`src/rtl/button_event.sv`:
```
// button_event: turns a debounced, clk-synchronous button level into
// single-cycle press / release / auto-repeat events, a combined step pulse
// that advances the program counter, a held flag and a wrapping step count.
module button_event #(
    parameter int HOLD_CYCLES   = 25_000_000,  // press pulse to first repeat
    parameter int REPEAT_CYCLES = 5_000_000,   // spacing of later repeats
    parameter int CNT_W         = 32           // interval counter width
) (
    input  logic       clk,
    input  logic       rst,            // synchronous, active-high
    input  logic       level,          // debounced level, 1 = pressed
    output logic       press,          // one-cycle pulse on the press edge
    output logic       release_pulse,  // one-cycle pulse on the release edge
    output logic       repeat_pulse,   // one-cycle auto-repeat pulse
    output logic       step,           // press OR repeat: advances the PC
    output logic       held,           // high while the FSM is not idle
    output logic [7:0] step_count      // step pulses seen, wraps 255 -> 0
);

    typedef enum logic [1:0] {
        ST_IDLE,
        ST_HOLD,
        ST_REPEAT
    } state_t;

    // Counter values at which the hold and repeat intervals expire.
    localparam logic [CNT_W-1:0] HOLD_LAST   = CNT_W'(HOLD_CYCLES - 1);
    localparam logic [CNT_W-1:0] REPEAT_LAST = CNT_W'(REPEAT_CYCLES - 1);

    state_t           state, state_d;
    logic [CNT_W-1:0] cnt, cnt_d;
    logic             lvl_q;
    logic             press_d, release_d, repeat_d, step_d, held_d;
    logic [7:0]       step_count_d;

    // Next-state and next-output decode; release beats an expiring interval.
    always_comb begin
        // NOTE: every signal gets a default before the case so no path leaves
        // one unassigned, which would otherwise infer a latch.
        state_d   = state;
        cnt_d     = cnt;
        press_d   = 1'b0;
        release_d = 1'b0;
        repeat_d  = 1'b0;

        unique case (state)
            ST_IDLE: begin
                if (level && !lvl_q) begin
                    state_d = ST_HOLD;
                    cnt_d   = '0;
                    press_d = 1'b1;
                end
            end
            ST_HOLD: begin
                if (!level) begin
                    state_d   = ST_IDLE;
                    cnt_d     = '0;
                    release_d = 1'b1;
                end else if (cnt == HOLD_LAST) begin
                    state_d  = ST_REPEAT;
                    cnt_d    = '0;
                    repeat_d = 1'b1;
                end else begin
                    cnt_d = cnt + 1'b1;
                end
            end
            ST_REPEAT: begin
                if (!level) begin
                    state_d   = ST_IDLE;
                    cnt_d     = '0;
                    release_d = 1'b1;
                end else if (cnt == REPEAT_LAST) begin
                    cnt_d    = '0;
                    repeat_d = 1'b1;
                end else begin
                    cnt_d = cnt + 1'b1;
                end
            end
            default: begin
                state_d = ST_IDLE;
                cnt_d   = '0;
            end
        endcase

        step_d       = press_d | repeat_d;
        held_d       = (state_d != ST_IDLE);
        step_count_d = step_d ? step_count + 8'd1 : step_count;
    end

    // State, counter, level history and registered outputs; reset wins.
    always_ff @(posedge clk) begin
        // NOTE: sequential state uses non-blocking assignments so every
        // register samples the pre-edge values computed above.
        if (rst) begin
            state         <= ST_IDLE;
            cnt           <= '0;
            lvl_q         <= 1'b0;
            press         <= 1'b0;
            release_pulse <= 1'b0;
            repeat_pulse  <= 1'b0;
            step          <= 1'b0;
            held          <= 1'b0;
            step_count    <= 8'd0;
        end else begin
            state         <= state_d;
            cnt           <= cnt_d;
            lvl_q         <= level;
            press         <= press_d;
            release_pulse <= release_d;
            repeat_pulse  <= repeat_d;
            step          <= step_d;
            held          <= held_d;
            step_count    <= step_count_d;
        end
    end

endmodule

```
`config.mk`:
```
export PLATFORM = sky130hd
export DESIGN_NAME = button_event
export DESIGN_NICKNAME = d
export VERILOG_FILES = /design/src/rtl/button_event.sv
export SDC_FILE = /design/constraint.sdc
export NUM_CORES = 1
export LEC_CHECK = 0
export BUFFER_PORTS_ARGS = -buffer_cell sky130_fd_sc_hd__buf_2
export CORE_ASPECT_RATIO = 0.75
export CORE_MARGIN = 3
export CORE_UTILIZATION = 54
export DETAILED_ROUTE_END_ITERATION = 6
export GPL_ROUTABILITY_DRIVEN = 0
export PLACE_DENSITY = 0.75
export SLEW_MARGIN = 10
export SYNTH_ARGS = -nofsm -noshare
export SYNTH_HDL_FRONTEND = slang
export SYNTH_SLANG_ARGS = --single-unit
```
`constraint.sdc`:
```
create_clock -name clk -period 1.9 [get_ports clk]
set_input_delay 0 -clock clk [delete_from_list [all_inputs] [get_ports clk]]
set_output_delay 0 -clock clk [all_outputs]
set_load 0.03 [all_outputs]
```
# Word level (Yosys, flattened, before mapping)
# Cells that the tools add are included.
[op_classes]
add_sub_neg = 2
n_eq_ne = 5
muxes = 19
n_bitwise = 2
reduce_logical = 6
[ops]
columns = ["cell", "count"]
rows = [
  ["2-to-1 mux 32 bit", 5],
  ["one-hot mux 32 bit (3 select lines)", 1],
  ["adder 32 x 1 -> 32 bit (second input constant)", 1],
  ["equality test 32 x 23 -> 1 bit (second input constant)", 1],
  ["equality test 32 x 25 -> 1 bit (second input constant)", 1],
  ["adder 8 x 1 -> 8 bit (second input constant)", 1],
  ["2-to-1 mux 2 bit", 4],
  ["2-to-1 mux 1 bit", 7],
  ["one-hot mux 2 bit (3 select lines)", 1],
  ["OR reduction 2 bit", 2],
  ["equality test 2 x 1 -> 1 bit (second input constant)", 1],
  ["equality test 2 bit (second input constant)", 1],
  ["logical NOT 2 bit", 1],
  ["!= test 2 bit (second input constant)", 1],
  ["one-hot mux 1 bit (2 select lines)", 1],
  ["nonzero test 2 bit", 1],
  ["logical AND 1 bit", 1],
  ["logical NOT 1 bit", 1],
  ["inverter 1 bit", 1],
  ["bitwise OR 1 bit", 1],
]
[word_totals]
regBits = 48
word_cells = 43

# Depth between registers and ports, before layout
[logic_depth]
word_depth = 5
mapped_depth = 9
mapped_depth_nobuf = 7

# Least setup slack after synthesis
# OpenSTA, ideal clock, no wires.
[synth_path]
path_kind = "register to register"
from = "reg cnt[24]"
to = "reg cnt[1]"
setup_ps = 117
t_arrival_ps = 1937
setup_slack_ps = -154
stages_incl_launch_ff = 8
n_path_buf = 2
period_less_slack_ps = 2054
cell_sequence = "dfxtp_1 nand4_1 or4_4 a32o_1 o21a_1 buf_2 buf_2 a22o_1"
[synth_between]
elab_chain_cells = 4
word_cells_on_any_way = 7
classes_between = "eq/ne: 2; mux: 5"
[synth_rtl]
columns = ["item", "line", "rtl"]
rows = [
  ["from (decl)", "31", "logic [CNT_W-1:0] cnt, cnt_d;"],
  ["from (signal assigned)", "106", "cnt <= cnt_d;"],
  ["equality test 32 x 23 -> 1 bit or equality test 32 x 25 -> 1 bit (tied branches)", "72, 59", ""],
  ["2-to-1 mux 32 bit, on equally long branches", "72, 59", ""],
  ["2-to-1 mux 32 bit, on equally long branches", "68, 55", ""],
  ["one-hot mux 32 bit (3 select lines) (*)", "46", "unique case (state)"],
]
# Every way passes the cells marked *; elsewhere a longest branch is shown, timed or not.
# A chain may end at the register's enable or synchronous reset.

# Worst setup path in the final report
[layout_path]
from = "reg cnt[12]"
to = "reg cnt[25]"
[layout_between]
elab_chain_cells = 4
word_cells_on_any_way = 8
classes_between = "add/sub: 1; eq/ne: 2; mux: 5"
[layout_rtl]
columns = ["item", "line"]
rows = [
  ["adder 32 x 1 -> 32 bit, or another cell as far along", "64, 76"],
  ["2-to-1 mux 32 bit, on equally long branches", "72, 59"],
  ["2-to-1 mux 32 bit, on equally long branches", "68, 55"],
  ["one-hot mux 32 bit (3 select lines) (*)", "46"],
]
# Marked as above.

==> results.tsv <==
stage	metric	value	unit
floorplan	start_util	0.591	
worst_setup_path	critical_path_required	2140	ps
layout	top_register	cnt	
power_and_ir_drop	power.share.clock	0.376	
layout	drive_above_1_share	0.373	
layout	nNetsFinal	394	
worst_setup_path	critical_path_class	reg2reg	
clock_tree	path_clk_slew	100	ps
clock_tree	cts_root_buf	clkbuf_8	
logic_synthesis	synth_top_family_by_area	simple AND/OR/NAND/NOR gates	
power_and_ir_drop	sequentialPowerShare	0.514	
power_and_ir_drop	p_comb_frac	0.110	
sta	fmax	458	MHz
logic_synthesis	synth_warnings	0	
sta	fin_crit_sh	1.15	
global_routing	grt_pass1_vias	2528	
layout	largest_reg_flops	32	
detailed_routing	drc	0	
worst_setup_path	worst_path_max_delay_cell	dfxtp_4	
detailed_routing	vias_per_cell	6.44	
power_and_ir_drop	leakage	1.37	nW
status	violations	setup timing	
detailed_routing	wl_per_cell	19.0	microns
floorplan	ios	16	
power_and_ir_drop	switching_share	0.248	
sta	hold_viol	0	
placement	place_inst	424	
logic_synthesis	synth_compound_area_frac	0.176	
logic_synthesis	synth_mux_area_frac	0.0254	
power_and_ir_drop	power	1.99	mW
global_routing	grt_pass1_wl	12300	microns
power_and_ir_drop	p_per_area	560	nW/um^2
worst_setup_path	worstSetupEndpoint	cnt[25]	
layout	diodes	0	
worst_setup_path	reg2reg_from	cnt[12]	
detailed_routing	ant_nets	0	
global_routing	grt_overflow	0	
sta	finalWorstSetupSlack	-285	ps
sta	max_slew_margin	0.739	
sta	slew_viol_final	0	
detailed_routing	vias	2842	
sta	setup_viol	40	
sta	rsz0062_at_grt	true	
logic_synthesis	synthesis.nets	319	
floorplan	core-area	4250	sq um
worst_setup_path	crit_chain	buf_6 -> nand4_1 -> buf_4 -> nor4_4 -> nand3_1 -> or3_1 -> or3_1 -> o21ai_1	
logic_synthesis	seq_area_frac_synth	0.382	
placement	dp_hpwl	4880	microns
layout	fin_cells	441	
global_routing	grt_max_degree	32	
hold_path	min_path_type	in2reg	
logic_synthesis	synthXorXnorAreaFrac	0.0139	
worst_setup_path	critPathCaptureType	register	
global_routing	grt_usage	0.280	
run	drv_cap	0	
hold_path	min_path_cells	2	
power_and_ir_drop	intPower	1.50	mW
logic_synthesis	synth_cell_types	43	
logic_synthesis	ys_ff_latch	48	
worst_setup_path	crit_path_start_kind	register	
status	status	finished, violations left	
logic_synthesis	ys.flop_type	dfxtp_1	
worst_setup_path	reg2reg_depth	8	
logic_synthesis	synth_fa_ha_area_frac	0.0298	
layout	top_regs	cnt x32, step_count x8, state x2	
floorplan	rows	20	
power_and_ir_drop	switching_power	0.493	mW
clock_tree	clockBufferDepth	2	
logic_synthesis	postSynthCellCount	310	
sta	worstMarginPinSlew	388	ps
worst_setup_path	r2r_end	cnt[25]	
floorplan	die_h	65.1	microns
floorplan	die_w	84.8	microns
clock_tree	cts_tree	done	
logic_synthesis	netlist_area	2520	sq um
clock_tree	cts_sinks	48	
clock_tree	cts_buffers	5	
clock_tree	h-tree-depth	2	
worst_setup_path	slowest_delay	380	ps
clock_tree	clock_latency	310	ps
floorplan	dieArea	5520	sq um
logic_synthesis	async_flop_share	0	
layout	syn2layout_area_growth	41.3	%
worst_setup_path	cp_max_fo	5	
detailed_routing	first_iter_violations	434	
detailed_routing	first_pass_iters	5	
sta	finClkSkew	12.0	ps
logic_synthesis	synth.avg_cell_area	8.12	sq um
worst_setup_path	cp.arrival	2420	ps
logic_synthesis	synthSimpleGateAreaFrac	0.331	
placement	portBuffers	15	
logic_synthesis	synth_edf_count	0	
worst_setup_path	worstSetupStartpoint	cnt[12]	
power_and_ir_drop	peakVddDrop	0.000523	V
sta	period_needed	2180	ps
worst_setup_path	rrSetupSlack	-280	ps
global_routing	antenna_found_initial	0	
worst_setup_path	crit_top_cell	or3_1	
detailed_routing	routed_wirelength	8370	microns
-- cells in the final DEF, fill, tap and decap left out, types with 2 or more instances in the layout --
cell / count
ha_1: 4
nand4_1: 15
and3_1: 3
nand3_1: 24
nand2_1: 35
a21oi_1: 12
o21ai_0: 7
nor3_1: 4
a21oi_2: 4
dfxtp_2: 6
nor4_4: 6
or3_4: 2
buf_6: 6
xor2_1: 4
dfxtp_4: 2
buf_2: 15
dfxtp_1: 40
or3_1: 10
clkbuf_8: 5
or4_1: 4
o311ai_1: 13
a21o_1: 6
nor2b_1: 4
ha_2: 2
o31ai_1: 2
or2_2: 4
nor2_1: 14
inv_1: 10
and4_1: 5
nand3_2: 13
a31oi_1: 2
o21a_1: 3
and2_1: 3
mux2i_1: 3
buf_4: 57
o21ai_1: 6
buf_12: 3
-- synthesized netlist by cell type, types with 2 or more instances --
| master | count | area [sq um] |
|---|---|---|
| o31ai_1 | 2 | 15.0 |
| a31oi_1 | 2 | 12.5 |
| ha_1 | 6 | 75.1 |
| dfxtp_1 | 48 | 961 |
| and2_1 | 3 | 18.8 |
| a21o_1 | 6 | 45.0 |
| nor2_1 | 15 | 56.3 |
| nor3_1 | 5 | 25.0 |
| nor2b_1 | 5 | 31.3 |
| o21a_1 | 3 | 22.5 |
| xor2_1 | 4 | 35.0 |
| inv_1 | 10 | 37.5 |
| nand4_1 | 15 | 93.8 |
| or3_1 | 12 | 75.1 |
| and4_1 | 5 | 43.8 |
| a21oi_1 | 17 | 85.1 |
| o311ai_0 | 12 | 105 |
| clkbuf_1 | 7 | 26.3 |
| or2_2 | 5 | 31.3 |
| and3_1 | 3 | 18.8 |
| or4_1 | 4 | 30.0 |
| o21ai_0 | 14 | 70.1 |
| nor4_1 | 6 | 37.5 |
| buf_2 | 7 | 35.0 |
| mux2i_1 | 3 | 30.0 |
| nand2_1 | 36 | 135 |
| nor4b_1 | 3 | 26.3 |
| nand3_1 | 37 | 185 |
-- per-stage QoR --
step	setup WS [ps]	cell area [sq um]	TNS, ps	hold WS, ps	util
detailed placement	-332	3160	-6390	303	0.744
global route	-415	3560	-9650	72.6	0.836
finish	-285	3560	-6720	37.9	0.836
CTS	-173	3400	-4430	28.2	0.799
global placement	-266	3160	-4790	296	0.744
floorplan	-80.7	2640	-697	71.6	-
-- critical path, delay by kind of cell (launching register included) --
family,cells,cell delay [ps]
buf+inv,2,340
flops,1,380
compound gates,1,70
simple gates,5,1310
-- logic make-up (layout without fill, tap and decap cells) --
group	count (synthesis)	count (layout)
AOI/OAI and AO/OA	65	66
xor gates and xnor gates	4	4
adders and majority gates	6	6
buffers and inverters	25	100
DFF	48	48
muxes	5	5
and+or+nand+nor	157	157
-- power by group through the flow --
stage | sequential [mW] | combinational, mW | clock, mW
2_1_floorplan | 1.07 | 0.0940 | 0
3_3_place_gp | 1.05 | 0.180 | 0
3_5_place_dp | 1.05 | 0.184 | 0
4_1_cts | 1.03 | 0.198 | 0.745
5_1_grt | 1.03 | 0.234 | 0.780
6_report | 1.02 | 0.220 | 0.748
-- area by class of cell --
cell class / instances / area, sq um
flip-flops and latches: 48 / 976
multi-input cells: 238 / 1730
inverters: 10 / 37.5
clock inverters: 2 / 35.0
fillers: 250 / 698
repair buffers: 82 / 641
well taps: 55 / 68.8
clock buffers: 6 / 72.6
-- worst min path at each step --
stage / startpoint / endpoint / slack (ps)
after floorplan: rst / lvl_q / 70
after global placement: rst / release_pulse / 300
after detailed placement: rst / release_pulse / 300
after CTS: level / release_pulse / 30
after global routing: level / release_pulse / 70
final: level / release_pulse / 40
-- per-layer routing --
layer,share of wire,vias up,track usage
li1,-,1307,-
met1,0.41,1300,0.404
met2,0.45,197,0.420
met3,0.10,38,0.0526
met4,0.035,0,0.0929
met5,0,-,0
-- what timing repair did --
item	CTS	global route
gates resized for setup	12	36
endpoints found under the hold margin	1	0
setup buffers	4	3
hold buffers	1	0
gates cloned	1	0
pin swaps	5	4
setup endpoints to repair	42	41
No activity file was read; power rests on OpenSTA's default activity.
